$ cat src/rtl/tdp_ram_be_if.sv
// Bundle of both RAM ports plus the shared collision flag.
// An en pulse is a one-cycle request with no backpressure; vld answers it exactly one cycle later.
interface tdp_ram_be_if #(
    parameter int DW = 16,
    parameter int AW = 5
);
    logic            a_en;
    logic            a_we;
    logic [DW/8-1:0] a_be;
    logic [AW-1:0]   a_addr;
    logic [DW-1:0]   a_din;
    logic [DW-1:0]   a_dout;
    logic            a_vld;

    logic            b_en;
    logic            b_we;
    logic [DW/8-1:0] b_be;
    logic [AW-1:0]   b_addr;
    logic [DW-1:0]   b_din;
    logic [DW-1:0]   b_dout;
    logic            b_vld;

    logic            coll;

    modport master (
        output a_en, a_we, a_be, a_addr, a_din,
        output b_en, b_we, b_be, b_addr, b_din,
        input  a_dout, a_vld, b_dout, b_vld, coll
    );

    modport slave (
        input  a_en, a_we, a_be, a_addr, a_din,
        input  b_en, b_we, b_be, b_addr, b_din,
        output a_dout, a_vld, b_dout, b_vld, coll
    );
endinterface

$ cat src/rtl/tdp_ram_be.sv
// True dual-port RAM with byte enables, selectable same-port RDW and fixed-priority
// write-write collision resolution; one-cycle read latency on both ports.
module tdp_ram_be #(
    parameter int DW       = 16,
    parameter int AW       = 5,
    parameter int RDW_MODE = 0,
    parameter int PRIO     = 0
) (
    input  logic        clk,
    input  logic        rst,
    tdp_ram_be_if.slave bus
);
    localparam int NB    = DW / 8;
    localparam int DEPTH = 1 << AW;

    logic [DW-1:0] mem_q [DEPTH];

    logic          acc_a, acc_b, wr_a, wr_b, same_addr;
    logic [NB-1:0] be_a_w, be_b_w, keep_a, keep_b;
    logic [DW-1:0] old_a, old_b, merged_a, merged_b;
    logic [DW-1:0] a_dout_d, a_dout_q, b_dout_d, b_dout_q;
    logic          a_vld_q, b_vld_q, coll_d, coll_q;

    always_comb begin
        acc_a     = bus.a_en && !rst;
        acc_b     = bus.b_en && !rst;
        // An all-zero byte mask is a pure read, so it never counts as a write.
        wr_a      = acc_a && bus.a_we && (bus.a_be != '0);
        wr_b      = acc_b && bus.b_we && (bus.b_be != '0);
        same_addr = (bus.a_addr == bus.b_addr);
        coll_d    = wr_a && wr_b && same_addr;
        be_a_w    = wr_a ? bus.a_be : '0;
        be_b_w    = wr_b ? bus.b_be : '0;
        keep_a    = be_a_w;
        keep_b    = be_b_w;
        if (coll_d) begin
            if (PRIO == 0) keep_b = be_b_w & ~be_a_w;
            else           keep_a = be_a_w & ~be_b_w;
        end

        old_a    = mem_q[bus.a_addr];
        old_b    = mem_q[bus.b_addr];
        merged_a = old_a;
        merged_b = old_b;
        for (int i = 0; i < NB; i++) begin
            if (keep_a[i])                  merged_a[8*i +: 8] = bus.a_din[8*i +: 8];
            else if (same_addr && keep_b[i]) merged_a[8*i +: 8] = bus.b_din[8*i +: 8];
            if (keep_b[i])                  merged_b[8*i +: 8] = bus.b_din[8*i +: 8];
            else if (same_addr && keep_a[i]) merged_b[8*i +: 8] = bus.a_din[8*i +: 8];
        end

        a_dout_d = a_dout_q;
        b_dout_d = b_dout_q;
        // Write-first only applies to a port's own write; a plain read always sees the old word.
        if (acc_a) a_dout_d = (RDW_MODE == 1 && wr_a) ? merged_a : old_a;
        if (acc_b) b_dout_d = (RDW_MODE == 1 && wr_b) ? merged_b : old_b;
    end

    always_ff @(posedge clk) begin
        for (int i = 0; i < NB; i++) begin
            if (keep_a[i]) mem_q[bus.a_addr][8*i +: 8] <= bus.a_din[8*i +: 8];
            if (keep_b[i]) mem_q[bus.b_addr][8*i +: 8] <= bus.b_din[8*i +: 8];
        end
    end

    always_ff @(posedge clk) begin
        if (rst) begin
            a_dout_q <= '0;
            b_dout_q <= '0;
            a_vld_q  <= 1'b0;
            b_vld_q  <= 1'b0;
            coll_q   <= 1'b0;
        end else begin
            a_dout_q <= a_dout_d;
            b_dout_q <= b_dout_d;
            a_vld_q  <= acc_a;
            b_vld_q  <= acc_b;
            coll_q   <= coll_d;
        end
    end

    assign bus.a_dout = a_dout_q;
    assign bus.b_dout = b_dout_q;
    assign bus.a_vld  = a_vld_q;
    assign bus.b_vld  = b_vld_q;
    assign bus.coll   = coll_q;
endmodule

$ cat src/flat_wrapper.sv
// flat-port wrapper written by rule: the top's interface ports become plain ports
module tdp_ram_be_flat 
#(
    parameter int DW       = 16,
    parameter int AW       = 5,
    parameter int RDW_MODE = 0,
    parameter int PRIO     = 0
)
  (clk, rst, bus_a_en, bus_a_we, bus_a_be, bus_a_addr, bus_a_din, bus_b_en, bus_b_we, bus_b_be, bus_b_addr, bus_b_din, bus_a_dout, bus_a_vld, bus_b_dout, bus_b_vld, bus_coll);
  tdp_ram_be_if #(.DW(DW), .AW(AW)) bus_i ();
  input  logic clk;
  input  logic rst;
  input wire logic [$bits(bus_i.a_en)-1:0] bus_a_en;
  input wire logic [$bits(bus_i.a_we)-1:0] bus_a_we;
  input wire logic [$bits(bus_i.a_be)-1:0] bus_a_be;
  input wire logic [$bits(bus_i.a_addr)-1:0] bus_a_addr;
  input wire logic [$bits(bus_i.a_din)-1:0] bus_a_din;
  input wire logic [$bits(bus_i.b_en)-1:0] bus_b_en;
  input wire logic [$bits(bus_i.b_we)-1:0] bus_b_we;
  input wire logic [$bits(bus_i.b_be)-1:0] bus_b_be;
  input wire logic [$bits(bus_i.b_addr)-1:0] bus_b_addr;
  input wire logic [$bits(bus_i.b_din)-1:0] bus_b_din;
  output wire logic [$bits(bus_i.a_dout)-1:0] bus_a_dout;
  output wire logic [$bits(bus_i.a_vld)-1:0] bus_a_vld;
  output wire logic [$bits(bus_i.b_dout)-1:0] bus_b_dout;
  output wire logic [$bits(bus_i.b_vld)-1:0] bus_b_vld;
  output wire logic [$bits(bus_i.coll)-1:0] bus_coll;
  assign bus_i.a_en = bus_a_en;
  assign bus_i.a_we = bus_a_we;
  assign bus_i.a_be = bus_a_be;
  assign bus_i.a_addr = bus_a_addr;
  assign bus_i.a_din = bus_a_din;
  assign bus_i.b_en = bus_b_en;
  assign bus_i.b_we = bus_b_we;
  assign bus_i.b_be = bus_b_be;
  assign bus_i.b_addr = bus_b_addr;
  assign bus_i.b_din = bus_b_din;
  assign bus_a_dout = bus_i.a_dout;
  assign bus_a_vld = bus_i.a_vld;
  assign bus_b_dout = bus_i.b_dout;
  assign bus_b_vld = bus_i.b_vld;
  assign bus_coll = bus_i.coll;
  tdp_ram_be #(.DW(DW), .AW(AW), .RDW_MODE(RDW_MODE), .PRIO(PRIO)) u_core (.clk(clk), .rst(rst), .bus(bus_i));
endmodule
$ cat config.mk
export PLATFORM = sky130hd
export DESIGN_NAME = tdp_ram_be_flat
export DESIGN_NICKNAME = d
export VERILOG_FILES = /design/src/rtl/tdp_ram_be_if.sv /design/src/rtl/tdp_ram_be.sv /design/src/flat_wrapper.sv
export SDC_FILE = /design/constraint.sdc
export NUM_CORES = 1
export LEC_CHECK = 0
export ABC_CLOCK_PERIOD_IN_PS = 3500
export CAP_MARGIN = 5
export CORE_UTILIZATION = 55
export CTS_CLUSTER_DIAMETER = 30
export CTS_CLUSTER_SIZE = 12
export DETAILED_ROUTE_END_ITERATION = 10
export PLACE_DENSITY = 0.71
export SLEW_MARGIN = 40
export SYNTH_ARGS = -nofsm -noshare
export SYNTH_HDL_FRONTEND = slang
export SYNTH_SLANG_ARGS = --single-unit
$ cat constraint.sdc
create_clock -name clk -period 3.5 [get_ports clk]
set_input_delay 0.875 -clock clk [delete_from_list [all_inputs] [get_ports clk]]
set_output_delay 0.875 -clock clk [all_outputs]
set_load 0.01 [all_outputs]
* After elaboration in Yosys (flattened, before gate mapping)
Memories as Yosys holds them, arrays and structs flattened. A register that Yosys moved wholly into a read port is not among the register bits.
Cells that the tools add are included.
W data, S select, Z words.
** Cells by class
- Bitwise gates (word level) :: 2
- Eq/ne operators :: 1
- Reductions and logical operators :: 11
- Multiplexer cells :: 11
** Operators by type and width (number)
- $logic_and A1 B1 Y1 :: 8
- $mux W1 :: 8
- $mux W2 :: 3
- $eq A5 B5 Y1 :: 1
- $reduce_bool A2 Y1 :: 2
- $and A2 B2 Y2 :: 1
- $not A2 Y2 :: 1
- $logic_not A1 Y1 :: 1
** Word-level totals
- Memories kept :: 1
- Bits in registers :: 3
- Bits in writable memories :: 512
** Memory list
- u_core.mem_q :: depth 32, width 16, read ports 2, clocked after memory_dff 2, write ports 2, line tdp_ram_be.sv:16 : logic [DW-1:0] mem_q [DEPTH];

* Logic depth before layout (Yosys ltp)
- Word-level depth :: 10
- Mapped depth :: 8
- Depth with buffers taken out :: 5

* Worst setup path before layout
OpenSTA, ideal clock, no wires.
- Kind :: input port to flip-flop
- Start point :: input port rst
- End point :: memory u_core.mem_q[29][0] (enable)
- Cell stages on the path :: 7
- Library setup time :: 0.388 ns
- Path buffers :: 3
- Path slack :: 0.180 ns
- Required time :: 3.112 ns
- Arrival time :: 2.932 ns
- Cells stage by stage :: buf_2 > and3b_1 > and2_1 > clkbuf_1 > nand3_2 > buf_2 > o32ai_1
** RTL lines
- start, declared :: line flat_wrapper.sv:12 : input logic rst;
- end, declared :: line tdp_ram_be.sv:16

==> reports/metrics.yaml <==
worst_setup_path:
  crit_path_cell_trace: "clkdlybuf4s50_1, xnor2_1, o211ai_1, buf_12, o311ai_4, buf_12, nor2_1, mux2_2"
  cp_data_arrival_time_ps: 3570
  critPathBufInv: 3
  cp.required_ps: 3920
  cp_top_family: "buffers and inverters"
  start_kind: "input pin"
  worstSetupPathType: "input pin to register"
  cpMaxStageDelayCell: "clkdlybuf4s50_1"
  cp_common_cell: "buf_12"
  end_kind: "register"
  slowest_delay_ps: 670
  path_max_fanout: 14
power_and_ir_drop:
  p_leak_nw: 14.7
  p_total_mw: 21.3
  p_per_area_nw_per_um2: 529
  ir_worst_vdd_v: 0.000450
clocking:
  root_buffer: "clkbuf_16"
  clock_path_buffers: 3
  clk_pin_slew_ps: 50
  cts_max_level: 3
  cts.sink_count: 547
  cts_setup_buffers: 0
  cts_tree: "yes"
  cts_inserted_buffers: 120
  insertion_delay_ps: 670
  post_cts_resized: 0
  postCtsHoldBufs: 0
yosys:
  postSynthAreaPerCell_um2: 13.2
  syn_inst: 2432
  synth_nets: 2484
  synthAdderAreaFrac_pct: 0
  synth-seq-cells: 547
  ys.warnings.count: 0
  synth.top_cells.by_count: "edfxtp_1, mux2i_1, mux2_2"
  synth_compound_area_share_pct: 7.91
  synthMuxAreaShare_pct: 33.8
  synth_top_family_by_area: "multiplexers"
  dominantRegCellSynth: "edfxtp_1"
  synth_edf_count: 512
  synthSimpleGateAreaFrac_pct: 5.03
  syn_area_um2: 32200
  yosysUniqueCellTypes: 39
  synth_area_leader_cell: "edfxtp_1"
  synth_area_leaders: "edfxtp_1, mux2_2, mux2i_1"
  synth_top_area_share_pct: 47.7
  async_flop_share_pct: 0
  ys_seq_area_share_pct: 49.9
  synth_xor_area_share_pct: 0.136
final_layout:
  finalNonFillerCells: 3573
  multi_input_area_um2: 15300
  area_growth_pct: 25.2
  fin_area_um2: 40300
  fin_nets: 2750
  drive_gt1_share_pct: 40.2
  nFillCells: 4085
  seq_area_um2: 16100
global_route:
  grt_use_met3_pct: 13.5
  grt_pass1_wl_um: 174000
  antenna_found_initial: 3
  use_met2_pct: 58.8
  grt_util_met1_pct: 56.0
  busiest_layer: "met2"
  gr-total-overflow: 0
  grt_usage_pct: 40.5
  grt_pass1_vias: 24700
  grt_max_degree: 80
min_path:
  hp-class: "register to register"
routing:
  routed_wl_um: 123000
  drc_errors: 0
  dr.pass1.iters: 6
  first_iter_violations: 4139
  vias: 25600
  antenna_left: 0
  post_drt_via_cell_ratio: 7.15
  detail_route.wl_per_cell_um: 34.4
floorplan:
  rows: 88
  initial_core_util_pct: 55.7
  die_h_um: 244
  die_area_um2: 59500
  ios: 87
  dieWidth_um: 244
  coreArea_um2: 57800
placement:
  dp_cells: 3341
  gp_congestion: 1.02
  postPlaceCellArea_um2: 35800
  dp_hpwl_um: 82300
  portBuffers: 86
sta:
  maxSlewHeadroom_pct: 41.6
  fin_crit_sh_pct: 90.0
  period_needed_ps: 3150
  worst_pin_slew_ps: 876
  hold_viol: 0
  setup_viol: 0
  fmax_mhz: 318
  final.setup_skew_ps: 19.7
  grt_setup_unrepaired: "false"
  drv_slew: 0
outcome:
  status: "finished, final reports clean"
run:
  maxCapViolations: 0
==> cell usage in the layout, fill, tap and decap left out, types with 4 or more instances in the layout <==
master,instances
a311oi_1,32
buf_12,37
buf_4,266
bufinv_16,20
clkbuf_1,10
clkbuf_16,126
clkbuf_8,10
clkdlybuf4s50_1,82
clkinv_2,21
clkinv_4,13
clkinvlp_4,19
dfxtp_1,35
edfxtp_1,512
inv_6,5
mux2_1,12
mux2_2,500
mux2i_1,512
nand2_1,19
nand2_2,4
nand3_1,10
nand3b_1,13
nand4b_1,6
nand4bb_1,4
nor2_1,41
nor2_2,28
nor2_4,32
nor2b_1,8
nor4_1,64
o22ai_1,276
o22ai_2,24
o311ai_4,8
o32ai_1,20
xnor2_1,5
==> power by group <==
part           switching [mW]  internal, mW  total, mW
clock                    3.90          8.24       12.1
sequential             0.0425          7.22       7.26
combinational            1.11         0.796       1.91
==> cell type report <==
| cell class | instances | area share, % |
|---|---|---|
| flip-flops and latches | 547 | 39.9 |
| multi-input cells | 1639 | 37.9 |
| repair buffers | 390 | 8.94 |
| clock buffers | 146 | 8.26 |
| clock inverters | 84 | 2.69 |
| well taps | 765 | 2.37 |
| diodes | 2 | 0.0124 |
==> tightest hold or removal path, delay by kind of cell, from the launching register on <==
kind            cells  cell delay [ps]
compound gates      1               60
flops               1              300
simple gates        1              100
==> cell families (layout without fill, tap and decap cells) <==
| logic type | count (synthesis) | count (layout) |
|---|---|---|
| AOI/OAI and AO/OA | 362 | 362 |
| and+or+nand+nor | 248 | 248 |
| muxes | 1024 | 1024 |
| buffers and inverters | 246 | 620 |
| other | 0 | 2 |
| xor gates and xnor gates | 5 | 5 |
| DFF | 547 | 547 |
==> per-stage QoR <==
| stage | TNS [ps] | worst slack [ps] | hold WS [ps] | utilization [%] |
|---|---|---|---|---|
| floorplan | 0 | 180 | 518 | - |
| global placement | -36260 | -233 | 506 | 61.8 |
| detailed placement | -21780 | -227 | 505 | 62.0 |
| CTS | 0 | 431 | 512 | 69.6 |
| global route | 0 | 321 | 532 | 69.7 |
| finish | 0 | 351 | 509 | 69.7 |
==> final timing paths <==
path	start	end	slack (ps)	depth (start not counted)
setup reg to reg	u_core.mem_q[7][2]	u_core.bus.b_dout[2]	1440	5
hold / removal	u_core.bus.a_dout[4]	u_core.bus.a_dout[4]	510	2
setup / recovery	bus_a_addr[2]	u_core.mem_q[8][15]	350	8
hold reg to reg	u_core.bus.a_dout[4]	u_core.bus.a_dout[4]	510	2
==> sequential cells by signal (all words and copies together), names as in the netlist <==
| signal | cells |
|---|---|
| u_core.bus.b_vld | 1 |
| u_core.bus.coll | 1 |
| u_core.bus.b_dout | 16 |
| u_core.mem_q | 512 |
| u_core.bus.a_dout | 16 |
| u_core.bus.a_vld | 1 |
==> routing by layer <==
metal,vias to the layer above,part of all wire (%)
li1,10300,-
met1,12800,38
met2,2092,43
met3,347,15
met4,0,4.1
met5,-,0
Power figures use the tool's default switching activity.
